<file path="src/rtl/slowbus_ctrl.sv">
// slowbus_ctrl: cycle sequencer for the slow 6800-family peripheral bus.
// Generates the free-running peripheral clock and aligns each CPU access to it.
// It drives one chip enable per device and ends the cycle with an 8-bit DSACK.
// Optional feature macro: SLOWBUS_TIMEOUT_EN. When defined, an access that stays
// unacknowledged for TIMEOUT cycles is terminated with a bus error.
module slowbus_ctrl #(
    parameter int unsigned CLK_DIV  = 25,
    parameter int unsigned CE_START = 8,
    parameter int unsigned NUM_DEV  = 2,
    parameter int unsigned SEL_CODE = 7,
    parameter int unsigned TIMEOUT  = 255
) (
    input  logic               sys_clk,
    input  logic               n_reset,
    input  logic               n_as,
    input  logic               addr31,
    input  logic [2:0]         addr_sel,
    input  logic [1:0]         addr_dev,
    output logic [1:0]         n_dsack,
    output logic               periph_clk,
    output logic [NUM_DEV-1:0] n_ce,
    output logic               n_buf_oe,
    output logic               n_berr
);

    localparam int unsigned DivW = $clog2(CLK_DIV);
    localparam logic [DivW-1:0] DivLast = DivW'(CLK_DIV - 1);
    localparam logic [DivW-1:0] DivHalf = DivW'(CLK_DIV / 2);
    localparam logic [DivW-1:0] DivCe   = DivW'(CE_START);

    typedef enum logic [2:0] {
        StIdle,
        StAlign,
        StActive,
        StTerm,
        StHold,
        StBerr
    } state_e;

    state_e             state_q;
    logic [DivW-1:0]    div_cnt_q;
    logic               periph_clk_q;
    logic [1:0]         dev_q;
    logic [NUM_DEV-1:0] n_ce_q;
    logic               n_buf_oe_q;
    logic               n_dsack0_q;
    logic               hit;
    logic               tmo_fire;
    logic [NUM_DEV-1:0] ce_sel;

    assign hit = !n_as && !addr31 && (addr_sel == 3'(SEL_CODE))
                 && (32'(addr_dev) < NUM_DEV);

    // Active-low one-hot enable for the device latched at request time.
    assign ce_sel = ~(NUM_DEV'(1) << dev_q);

    // Free-running divider producing the peripheral clock; never touched by the FSM.
    always_ff @(posedge sys_clk or negedge n_reset) begin
        if (!n_reset) begin
            div_cnt_q    <= '0;
            periph_clk_q <= 1'b0;
        end else begin
            div_cnt_q <= (div_cnt_q == DivLast) ? '0 : div_cnt_q + 1'b1;
            if (div_cnt_q == DivHalf) begin
                periph_clk_q <= 1'b1;
            end else if (div_cnt_q == DivLast) begin
                periph_clk_q <= 1'b0;
            end
        end
    end

`ifdef SLOWBUS_TIMEOUT_EN
    logic [7:0] tmo_cnt_q;
    logic       n_berr_q;

    // Counts strobe-low cycles of an unfinished access; cleared whenever nAS is high.
    always_ff @(posedge sys_clk or negedge n_reset) begin
        if (!n_reset) begin
            tmo_cnt_q <= '0;
        end else if (n_as) begin
            tmo_cnt_q <= '0;
        end else if (state_q != StHold && state_q != StBerr && tmo_cnt_q != 8'hff) begin
            tmo_cnt_q <= tmo_cnt_q + 8'd1;
        end
    end

    // Fires on the TIMEOUT-th consecutive low-strobe edge.
    assign tmo_fire = !n_as && state_q != StHold && state_q != StBerr
                      && (tmo_cnt_q == 8'(TIMEOUT - 1));
    assign n_berr   = n_berr_q;
`else
    assign tmo_fire = 1'b0;
    assign n_berr   = 1'b1;
`endif

    // Access sequencer with registered outputs; abort on nAS high has top priority.
    always_ff @(posedge sys_clk or negedge n_reset) begin
        if (!n_reset) begin
            state_q    <= StIdle;
            dev_q      <= '0;
            n_ce_q     <= '1;
            n_buf_oe_q <= 1'b1;
            n_dsack0_q <= 1'b1;
`ifdef SLOWBUS_TIMEOUT_EN
            n_berr_q   <= 1'b1;
`endif
        end else if (tmo_fire) begin
            state_q    <= StBerr;
            n_ce_q     <= '1;
            n_buf_oe_q <= 1'b1;
            n_dsack0_q <= 1'b1;
`ifdef SLOWBUS_TIMEOUT_EN
            n_berr_q   <= 1'b0;
`endif
        end else begin
            case (state_q)
                StIdle: begin
                    if (hit) begin
                        dev_q   <= addr_dev;
                        state_q <= StAlign;
                    end
                end
                StAlign: begin
                    if (n_as) begin
                        state_q <= StIdle;
                    end else if (div_cnt_q == DivCe) begin
                        state_q    <= StActive;
                        n_ce_q     <= ce_sel;
                        n_buf_oe_q <= 1'b0;
                    end
                end
                StActive: begin
                    if (n_as) begin
                        state_q    <= StIdle;
                        n_ce_q     <= '1;
                        n_buf_oe_q <= 1'b1;
                    end else if (div_cnt_q == DivLast) begin
                        state_q    <= StTerm;
                        n_dsack0_q <= 1'b0;
                    end
                end
                StTerm: begin
                    // Abort here must also swallow the DSACK already on the bus.
                    n_ce_q <= '1;
                    if (n_as) begin
                        state_q    <= StIdle;
                        n_buf_oe_q <= 1'b1;
                        n_dsack0_q <= 1'b1;
                    end else begin
                        state_q <= StHold;
                    end
                end
                StHold: begin
                    if (n_as) begin
                        state_q    <= StIdle;
                        n_buf_oe_q <= 1'b1;
                        n_dsack0_q <= 1'b1;
                    end
                end
`ifdef SLOWBUS_TIMEOUT_EN
                StBerr: begin
                    if (n_as) begin
                        state_q  <= StIdle;
                        n_berr_q <= 1'b1;
                    end
                end
`endif
                default: begin
                    state_q    <= StIdle;
                    n_ce_q     <= '1;
                    n_buf_oe_q <= 1'b1;
                    n_dsack0_q <= 1'b1;
                end
            endcase
        end
    end

    assign n_dsack    = {1'b1, n_dsack0_q};
    assign periph_clk = periph_clk_q;
    assign n_ce       = n_ce_q;
    assign n_buf_oe   = n_buf_oe_q;

endmodule
</file>
<file path="config.mk">
export PLATFORM = sky130hd
export DESIGN_NAME = slowbus_ctrl
export DESIGN_NICKNAME = d
export VERILOG_FILES = /design/src/rtl/slowbus_ctrl.sv
export SDC_FILE = /design/constraint.sdc
export NUM_CORES = 1
export LEC_CHECK = 0
export CAP_MARGIN = 20
export CORE_MARGIN = 1.5
export CORE_UTILIZATION = 55
export CTS_BUF_LIST = sky130_fd_sc_hd__clkbuf_4
export CTS_CLUSTER_DIAMETER = 60
export CTS_CLUSTER_SIZE = 40
export DETAILED_ROUTE_END_ITERATION = 16
export GPL_TIMING_DRIVEN = 0
export MAX_ROUTING_LAYER = met4
export PLACE_DENSITY = 0.88
export SLEW_MARGIN = 30
export SYNTH_ARGS = -nofsm -noshare
export SYNTH_HDL_FRONTEND = slang
export SYNTH_SLANG_ARGS = --single-unit
</file>
<file path="constraint.sdc">
create_clock -name sys_clk -period 4.5 [get_ports sys_clk]
set_input_delay 0.675 -clock sys_clk [delete_from_list [all_inputs] [get_ports sys_clk]]
set_output_delay 0.675 -clock sys_clk [all_outputs]
set_load 0.02 [all_outputs]
</file>
==> flow_summary_export.csv, run 1 <==
group,metric,value,unit
die,io_pins,16,
worst_hold_path,whs_endpoint,"n_ce[1]",
synth,synth_area_leader_cell,"dfrtp_1",
sta,setup_tns,0,ps
placement,dp_slack,1950,ps
routing,vias_per_cell,5.49,
synth,synth-seq-cells,15,
cells_and_area,area_delta_synth_final,22.6,%
clock_network,cts_tree,"done",
routing,wl_per_cell,13.9,um
worst_setup_path,rrSetupSlack,2650,ps
synth,syn_inst,77,
worst_setup_path,worstRegToRegCells,4,
clock_network,htree_num_levels,1,
clock_network,cts_buffers,3,
clock_network,clock-sinks,15,
synth,ys_seq_area_share,47.0,%
worst_setup_path,timing.rr.start,"state_q[0]",
global_routing,grt_pass1_wl,2430,um
worst_setup_path,rr_endpoint,"dev_q[0]",
worst_hold_path,hp-start,"dev_q[0]",
worst_setup_path,critPathArrivalTime,2430,ps
synth,synth_top_area_share,34.0,%
pwr,p_leak,0.430,nW
global_routing,grt_max_degree,16,
clock_network,cts_resized,0,
routing,drc,0,
sta,finClkSkew,2.70,ps
die,row_count,13,
worst_setup_path,worstSetupStartpointType,"primary input",
clock_network,postCtsHoldBufs,0,
synth,async_flop_share,100,%
global_routing,track_usage,23.1,%
sta,slew_headroom,56.7,%
die,die_area,1710,um^2
routing,ant_nets,0,
clock_network,clk-insertion-delay-late,290,ps
synth,ys_top_cells_by_area,"dfrtp_1, dfstp_2, ha_1",
outcome,outcome,"finished, final reports clean",
routing,dr.pass1.iters,4,
run,maxCapViolations,0,
die,initial_core_util,60.7,%
sta,worst_slack,2250,ps
cells_and_area,multi_input_area,373,um^2
worst_setup_path,required,4680,ps
worst_setup_path,critPathKind,"primary input to flop",
worst_hold_path,hp-class,"flop to flop",
synth,synthDistinctLibCells,36,
placement,place_congestion,0.844,
sta,rsz0062_at_grt,"false",
clock_network,clock-root-buffer,"clkbuf_4",
synth,yosys_warnings,0,
sta,timing.fmax,0.444,GHz
worst_setup_path,critPathLaunch,"n_as",
routing,routed_wl,1530,um
sta,maxSlewViolCount,0,
sta,setup_viol,0,
global_routing,antenna_found_initial,0,
placement,place_area,962,um^2
placement,dp_hpwl,1180,um
placement,portBuffers,13,
synth,synth_ff_type,"dfrtp_1",
synth,synth_edf_count,0,
worst_setup_path,cp_max_fo,7,
die,core_area,1330,um^2
pwr,ir_drop,164,uV
sta,worstMarginPinSlew,648,ps
cells_and_area,fillers,103,
synth,yosysMostFrequentCell,"dfrtp_1",
die,dieWidth,41.4,um
die,fp.dieH,41.4,um
global_routing,grt_pass1_vias,568,
worst_hold_path,hold-path-cell-count,1,
sta,min_period_over_period,50.0,%
clock_network,post_cts_buffers,0,
synth,syn_avg_cell_area,10.5,um^2
synth,syn_area,810,um^2
routing,drt_iter0_drc,10,
cells_and_area,ff_latch_area,380,um^2
sta,hold_viol_final,0,
cells_and_area,fin_nets,107,
clock_network,cts_buffer_depth,2,
cells_and_area,antenna_cells,0,
pwr,finalPower,0.261,mW
synth,yosys-top-cells-count,"dfrtp_1, inv_1, nand2_1",
cells_and_area,layout-drive-gt1-share,20.0,%
pwr,p_per_area,263,nW/um^2
global_routing,grt-ovfl-total,0,
cells_and_area,fin_area,992,um^2
worst_setup_path,endpoint_kind,"flop",
routing,vias,604,
sta,period_needed,2250,ps
sta,holdWs,477,ps
clock_network,path_clk_slew,90,ps
-- critical path: stages --
cell,delay [ps]
clkdlybuf4s50_1,530
or3_4,390
or4_4,520
mux2_4,310
-- cell families after synthesis --
family          synth area share, %
buf+inv                        7.42
flops                          47.0
other cells                   0.463
compound gates                 15.9
mux                            3.09
xor+xnor                       1.08
fa+ha+maj                      3.09
simple gates                   21.9
-- power breakdown --
group / total, mW / internal [mW] / switching, mW
sequential: 0.144 / 0.141 / 0.00298
clock: 0.0843 / 0.0405 / 0.0438
combinational: 0.0327 / 0.0184 / 0.0142
-- per-stage QoR --
stage,std cells,util [%]
3_3_place_gp,106,72.1
3_5_place_dp,106,72.1
4_1_cts,110,74.4
5_1_grt,110,74.4
6_report,110,74.4
2_1_floorplan,78,-
-- per-layer routing --
metal	track usage, %	routed length, um	vias to the layer above	part of all wire [%]
met5	-	0	-	0
met4	9.68	10	0	0.65
met3	4.79	54	2	3.5
met2	37.1	738	13	48
met1	28.2	724	282	47
li1	-	-	307	-
-- sequential cells by signal, indices dropped and copies added (netlist names) --
register / cells
div_cnt_q: 5
state_q: 3
dev_q: 2
n_ce: 2
n_buf_oe: 1
n_dsack0_q: 1
periph_clk: 1
-- final cells by class --
type                       instances  share of cell area (%)
multi-input combinational         52                    37.6
timing repair buffer              13                    13.1
clock buffer                       4                    3.03
sequential                        15                    38.3
buffer                             6                    4.16
inverter                           5                    1.89
tap                               15                    1.89
-- cell usage in the layout (no fill, tap or decap), types with 2 or more instances in the layout --
cell type        count
clkbuf_4             4
inv_1                5
ha_1                 2
nand3b_1             3
clkdlybuf4s50_1     13
a31oi_1              2
a221oi_1             2
clkbuf_1             2
o21a_1               2
dfstp_2              4
buf_4                3
nor2b_1              2
nand2_1              5
dfrtp_1             11
a22o_1               2
a21oi_1              4
nand3_1              3
o21ai_0              3
conb_1               2
nor2_1               3
-- worst max-delay path by stage --
| stage | to | cells past startpoint | slack [ps] |
|---|---|---|---|
| after floorplan | dev_q[0] | 3 | 2580 |
| after global placement | dev_q[0] | 4 | 1950 |
| after detailed placement | dev_q[0] | 4 | 1950 |
| after CTS | dev_q[0] | 4 | 2260 |
| after global routing | dev_q[0] | 4 | 2220 |
| final | dev_q[0] | 4 | 2250 |
Power figures use the tool's default switching activity.
==> run 2: changes to the inputs <==
--- a/config.mk
+++ b/config.mk
@@ -7,14 +7,14 @@
 export LEC_CHECK = 0
 export CAP_MARGIN = 20
 export CORE_MARGIN = 1.5
-export CORE_UTILIZATION = 55
+export CORE_UTILIZATION = 52
 export CTS_BUF_LIST = sky130_fd_sc_hd__clkbuf_4
 export CTS_CLUSTER_DIAMETER = 60
 export CTS_CLUSTER_SIZE = 40
 export DETAILED_ROUTE_END_ITERATION = 16
 export GPL_TIMING_DRIVEN = 0
 export MAX_ROUTING_LAYER = met4
-export PLACE_DENSITY = 0.88
+export PLACE_DENSITY = 0.84
 export SLEW_MARGIN = 30
 export SYNTH_ARGS = -nofsm -noshare
 export SYNTH_HDL_FRONTEND = slang
==> constraint.sdc (replaced) <==
create_clock -name sys_clk -period 2.2 [get_ports sys_clk]
set_input_delay 0.33 -clock sys_clk [delete_from_list [all_inputs] [get_ports sys_clk]]
set_output_delay 0.33 -clock sys_clk [all_outputs]
set_load 0.02 [all_outputs]
==> run 2 against run 1 <==
Effect of this change: clock power rose by 98%; power rose by 100%; core utilization fell by 7.7 points; clock skew rose by 4.5 ps; final cell count rose by 0.91%; via count fell by 2.0%; critical path depth did not move; register-to-register slack got worse by 2300 ps; count of clock-buffer cells in the layout did not move.
==> flow_summary_export.csv, run 2 (same netlist as run 1, synthesis figures left out) <==
group,metric,value,unit
placement,portBuffers,13,
worst_setup_path,rrSetupSlack,350,ps
pwr,ir_drop,346,uV
routing,dr.pass1.iters,4,
sta,setup_viol,0,
routing,wl_per_cell,12.5,um
worst_setup_path,path_cells,"clkdlybuf4s50_1 -> or3_4 -> or4_4 -> mux2_4",
worst_setup_path,slowest_stage,"clkdlybuf4s50_1",
worst_setup_path,required,2370,ps
die,row_count,14,
worst_setup_path,timing.rr.start,"state_q[0]",
clock_network,postCtsHoldBufs,0,
global_routing,grt_max_degree,16,
global_routing,antenna_found_initial,0,
routing,vias,592,
routing,routed_wl,1390,um
global_routing,grt_pass1_vias,561,
worst_setup_path,cp_max_fo,7,
worst_setup_path,critPathMaxStageDelay,540,ps
routing,drt_iter0_drc,15,
cells_and_area,fin_nets,107,
die,die_area,1800,um^2
sta,timing.fmax,0.521,GHz
routing,drc,0,
clock_network,clock-root-buffer,"clkbuf_4",
clock_network,cts_buffers,3,
cells_and_area,final_common_cell,"clkdlybuf4s50_1",
sta,worstMarginPinSlew,645,ps
worst_setup_path,endpoint_kind,"flop",
cells_and_area,layout_common_cells,"clkdlybuf4s50_1, dfrtp_1, nand2_1, inv_1",
worst_hold_path,hp-class,"primary input to asynchronous set/reset pin",
die,dieWidth,42.5,um
die,initial_core_util,54.4,%
sta,finClkSkew,7.20,ps
global_routing,track_usage,18.5,%
placement,place_congestion,0.790,
die,core_area,1490,um^2
die,fp.dieH,42.5,um
outcome,outcome,"finished, final reports clean",
clock_network,cts_resized,0,
clock_network,htree_num_levels,1,
routing,vias_per_cell,5.33,
clock_network,path_clk_slew,90,ps
die,io_pins,16,
cells_and_area,layout-drive-gt1-share,20.0,%
sta,min_period_over_period,87.3,%
worst_setup_path,worstRegToRegCells,4,
clock_network,cts_tree,"done",
sta,setup_tns,0,ps
placement,dp_slack,11.3,ps
cells_and_area,largest_register,"div_cnt_q",
clock_network,clk-insertion-delay-late,280,ps
global_routing,grt-ovfl-total,0,
sta,rsz0062_at_grt,"false",
global_routing,grt_pass1_wl,2410,um
sta,hold_viol_final,0,
worst_setup_path,critPathArrivalTime,2090,ps
sta,worst_slack,279,ps
cells_and_area,antenna_cells,0,
worst_setup_path,rr_endpoint,"dev_q[0]",
clock_network,cts_buffer_depth,2,
pwr,p_per_area,532,nW/um^2
routing,ant_nets,0,
worst_setup_path,worstSetupStartpointType,"primary input",
sta,period_needed,1920,ps
cells_and_area,area_delta_synth_final,22.7,%
cells_and_area,top_regs,"div_cnt_q: 5 flops, state_q: 3 flops",
placement,dp_hpwl,1050,um
clock_network,clock-sinks,15,
run,maxCapViolations,0,
worst_setup_path,critPathLaunch,"n_as",
sta,slew_headroom,56.9,%
worst_setup_path,critPathKind,"primary input to flop",
sta,maxSlewViolCount,0,
cells_and_area,largest_register_ffs,5,
pwr,p_leak,0.430,nW
worst_setup_path,endpoint,"dev_q[0]",
clock_network,post_cts_buffers,0,
[run 2: cell counts in the layout (fill, tap and decap cells not counted)]
No cell type changed its count.
[run 2: critical path, delay by kind of cell]
kind / cells / cell delay (ps)
multiplexers: 1 / 310
buffers and inverters: 1 / 540
AND/OR/NAND/NOR: 2 / 910
[run 2: how the worst min path moves through the flow]
stage	start	to	slack, ps	depth (start not counted)
floorplan	n_reset	dev_q[0]	30	0
global placement	dev_q[0]	n_ce[1]	450	1
detailed placement	dev_q[0]	n_ce[1]	460	1
CTS	n_reset	periph_clk	460	1
global route	n_reset	div_cnt_q[3]	500	1
finish	n_reset	periph_clk	440	1
[run 2: routing by layer]
metal,share of wire (%),wire length [um],global-route usage [%],vias up
li1,-,-,-,307
met1,51,714,25.3,276
met2,45,627,26.2,7
met3,2.7,38,3.88,2
met4,0.86,12,9.38,0
met5,0,0,-,-
[run 2: where the power goes]
group | switching [mW] | internal, mW
combinational | 0.0292 | 0.0377
clock | 0.0841 | 0.0827
sequential | 0.00589 | 0.289
[run 2: final cells by class]
cell class / count / area [um^2]
Fill cell: 110 / 495
Tap cell: 16 / 20.0
Multi-Input combinational cell: 52 / 373
Buffer: 6 / 41.3
Timing Repair Buffer: 13 / 130
Clock buffer: 4 / 30.0
Sequential cell: 15 / 380
Inverter: 5 / 18.8
[run 2: through the flow]
stage	power [mW]	util [%]	area (um^2)	std cells	hold slack, ps
CTS	0.536	66.7	993	111	456
global placement	0.364	64.7	963	107	449
global route	0.552	66.7	993	111	505
finish	0.528	66.7	993	111	436
floorplan	0.332	-	813	78	34.4
detailed placement	0.367	64.7	963	107	463
==> run 3: changes to the inputs <==
--- a/config.mk
+++ b/config.mk
@@ -5,6 +5,7 @@
 export SDC_FILE = /design/constraint.sdc
 export NUM_CORES = 1
 export LEC_CHECK = 0
+export ABC_CLOCK_PERIOD_IN_PS = 2200
 export CAP_MARGIN = 20
 export CORE_MARGIN = 1.5
 export CORE_UTILIZATION = 52
@@ -15,6 +16,7 @@
 export GPL_TIMING_DRIVEN = 0
 export MAX_ROUTING_LAYER = met4
 export PLACE_DENSITY = 0.84
+export SETUP_SLACK_MARGIN = 0.3
 export SLEW_MARGIN = 30
 export SYNTH_ARGS = -nofsm -noshare
 export SYNTH_HDL_FRONTEND = slang
==> run 3 against run 2 <==
Effect of this change: sequential power hardly changed; largest power group unchanged; register-to-register slack about the same; via count fell by 0.17%; clock skew hardly changed; first-iteration DRC count grew 6.7%; fmax increased by 3.7%; clock power barely moved; non-clock buffer count stayed put; largest cell class unchanged; combinational power is essentially flat; wire length grew 0.14%.
==> flow_summary_export.csv, run 3 (same netlist as run 1, synthesis figures left out) <==
group,metric,value,unit
outcome,outcome,"finished, final reports clean",
global_routing,grt_max_degree,16,
cells_and_area,layout-drive-gt1-share,20.0,%
sta,finClkSkew,7.16,ps
worst_hold_path,whs_endpoint,"state_q[2]",
die,initial_core_util,54.4,%
cells_and_area,largest_register,"div_cnt_q",
cells_and_area,fin_cells,111,
die,fp.dieH,42.5,um
worst_hold_path,hp-start,"n_as",
sta,setup_viol,0,
placement,dp_hpwl,1050,um
cells_and_area,ff_latch_area,380,um^2
sta,worstMarginPinSlew,645,ps
sta,period_needed,1850,ps
clock_network,postCtsHoldBufs,0,
routing,wl_per_cell,12.6,um
die,core_area,1490,um^2
cells_and_area,fin_area,996,um^2
global_routing,grt_pass1_vias,561,
cells_and_area,largest_register_ffs,5,
worst_setup_path,rr_endpoint,"dev_q[0]",
worst_setup_path,cp_max_fo,10,
sta,slew_headroom,56.9,%
cells_and_area,fillers,111,
worst_setup_path,required,2370,ps
routing,drt_iter0_drc,16,
pwr,ir_drop,360,uV
routing,dr_wl_met2,631,um
placement,place_congestion,0.790,
sta,rsz0062_at_grt,"false",
routing,vias,591,
sta,maxSlewViolCount,0,
placement,dpl.cell_count,107,
clock_network,cts_buffer_depth,2,
routing,dr.pass1.iters,4,
clock_network,clk-insertion-delay-late,280,ps
placement,portBuffers,13,
die,row_count,14,
die,die_area,1800,um^2
placement,dp_slack,11.3,ps
routing,vias_per_cell,5.32,
sta,worst_slack,348,ps
worst_setup_path,critPathArrivalTime,2020,ps
routing,ant_nets,0,
clock_network,clock-root-buffer,"clkbuf_4",
die,dieWidth,42.5,um
global_routing,grt-ovfl-total,0,
cells_and_area,area_delta_synth_final,23.0,%
clock_network,path_clk_slew,90,ps
pwr,p_leak,0.440,nW
cells_and_area,antenna_cells,0,
worst_hold_path,hold-path-cell-count,2,
worst_hold_path,hp-class,"primary input to flop",
worst_setup_path,endpoint_kind,"flop",
placement,place_area,963,um^2
clock_network,cts_buffers,3,
routing,wl_met3,38,um
routing,wl_met1,711,um
sta,hold_viol_final,0,
clock_network,htree_num_levels,1,
run,maxCapViolations,0,
cells_and_area,final_common_cell,"clkdlybuf4s50_1",
sta,setup_tns,0,ps
die,io_pins,16,
clock_network,cts_tree,"done",
cells_and_area,multi_input_area,373,um^2
worst_setup_path,worstRegToRegCells,4,
global_routing,grt_pass1_wl,2410,um
cells_and_area,fin_nets,107,
pwr,p_per_area,530,nW/um^2
worst_setup_path,rrSetupSlack,350,ps
sta,min_period_over_period,84.2,%
global_routing,antenna_found_initial,0,
clock_network,clock-sinks,15,
worst_setup_path,timing.rr.start,"state_q[0]",
routing,routed_wl,1390,um
cells_and_area,layout_common_cells,"clkdlybuf4s50_1, dfrtp_1, nand2_1, inv_1",
routing,highest_layer,"met4",
worst_setup_path,critPathKind,"flop to flop",
routing,drc,0,
worst_setup_path,worstSetupStartpointType,"flop",
global_routing,track_usage,18.5,%
sta,timing.fmax,0.540,GHz
cells_and_area,top_regs,"div_cnt_q: 5 flops, state_q: 3 flops",
## run 3: stage by stage
| stage | power, mW | hold WS [ps] | utilization (%) |
|---|---|---|---|
| floorplan | 0.332 | 34.4 | - |
| global placement | 0.364 | 449 | 64.7 |
| detailed placement | 0.367 | 463 | 64.7 |
| CTS | 0.536 | 456 | 66.7 |
| global route | 0.552 | 419 | 66.9 |
| finish | 0.528 | 385 | 66.9 |
## run 3: power breakdown
part	internal, mW	switching [mW]
combinational	0.0375	0.0291
sequential	0.289	0.00589
clock	0.0827	0.0841
total	0.409	0.119
## run 3: how the worst max path moves through the flow
stage,to,from,depth (start not counted),slack (ps)
2_1_floorplan,dev_q[0],state_q[0],4,420
3_3_place_gp,dev_q[0],n_as,4,4
3_5_place_dp,dev_q[0],n_as,4,10
4_1_cts,dev_q[0],n_as,4,300
5_1_grt,dev_q[0],state_q[0],4,330
6_report,dev_q[0],state_q[0],4,350
## run 3: worst max-delay path: stages (launching register included)
cell and delay (ps):
dfrtp_1 380, buf_6 130, or3_4 390, or4_4 520
mux2_4 310
## run 3: what timing repair did
| item | in CTS | in global routing |
|---|---|---|
| resized for setup | 0 | 1 |
| buffers inserted | 0 | 0 |
| endpoints found under the setup margin | 0 | 1 |
## run 3: layout make-up
| type | count | area share [%] |
|---|---|---|
| Inverter | 5 | 1.88 |
| Sequential cell | 15 | 38.2 |
| Buffer | 6 | 4.15 |
| Multi-Input combinational cell | 52 | 37.4 |
| Tap cell | 16 | 2.01 |
| Clock buffer | 4 | 3.02 |
| Timing Repair Buffer | 13 | 13.3 |
## run 3: routing by layer
| layer | vias up | track usage [%] |
|---|---|---|
| met5 | - | - |
| met2 | 7 | 26.2 |
| li1 | 307 | - |
| met3 | 2 | 3.88 |
| met1 | 275 | 25.3 |
| met4 | 0 | 9.38 |
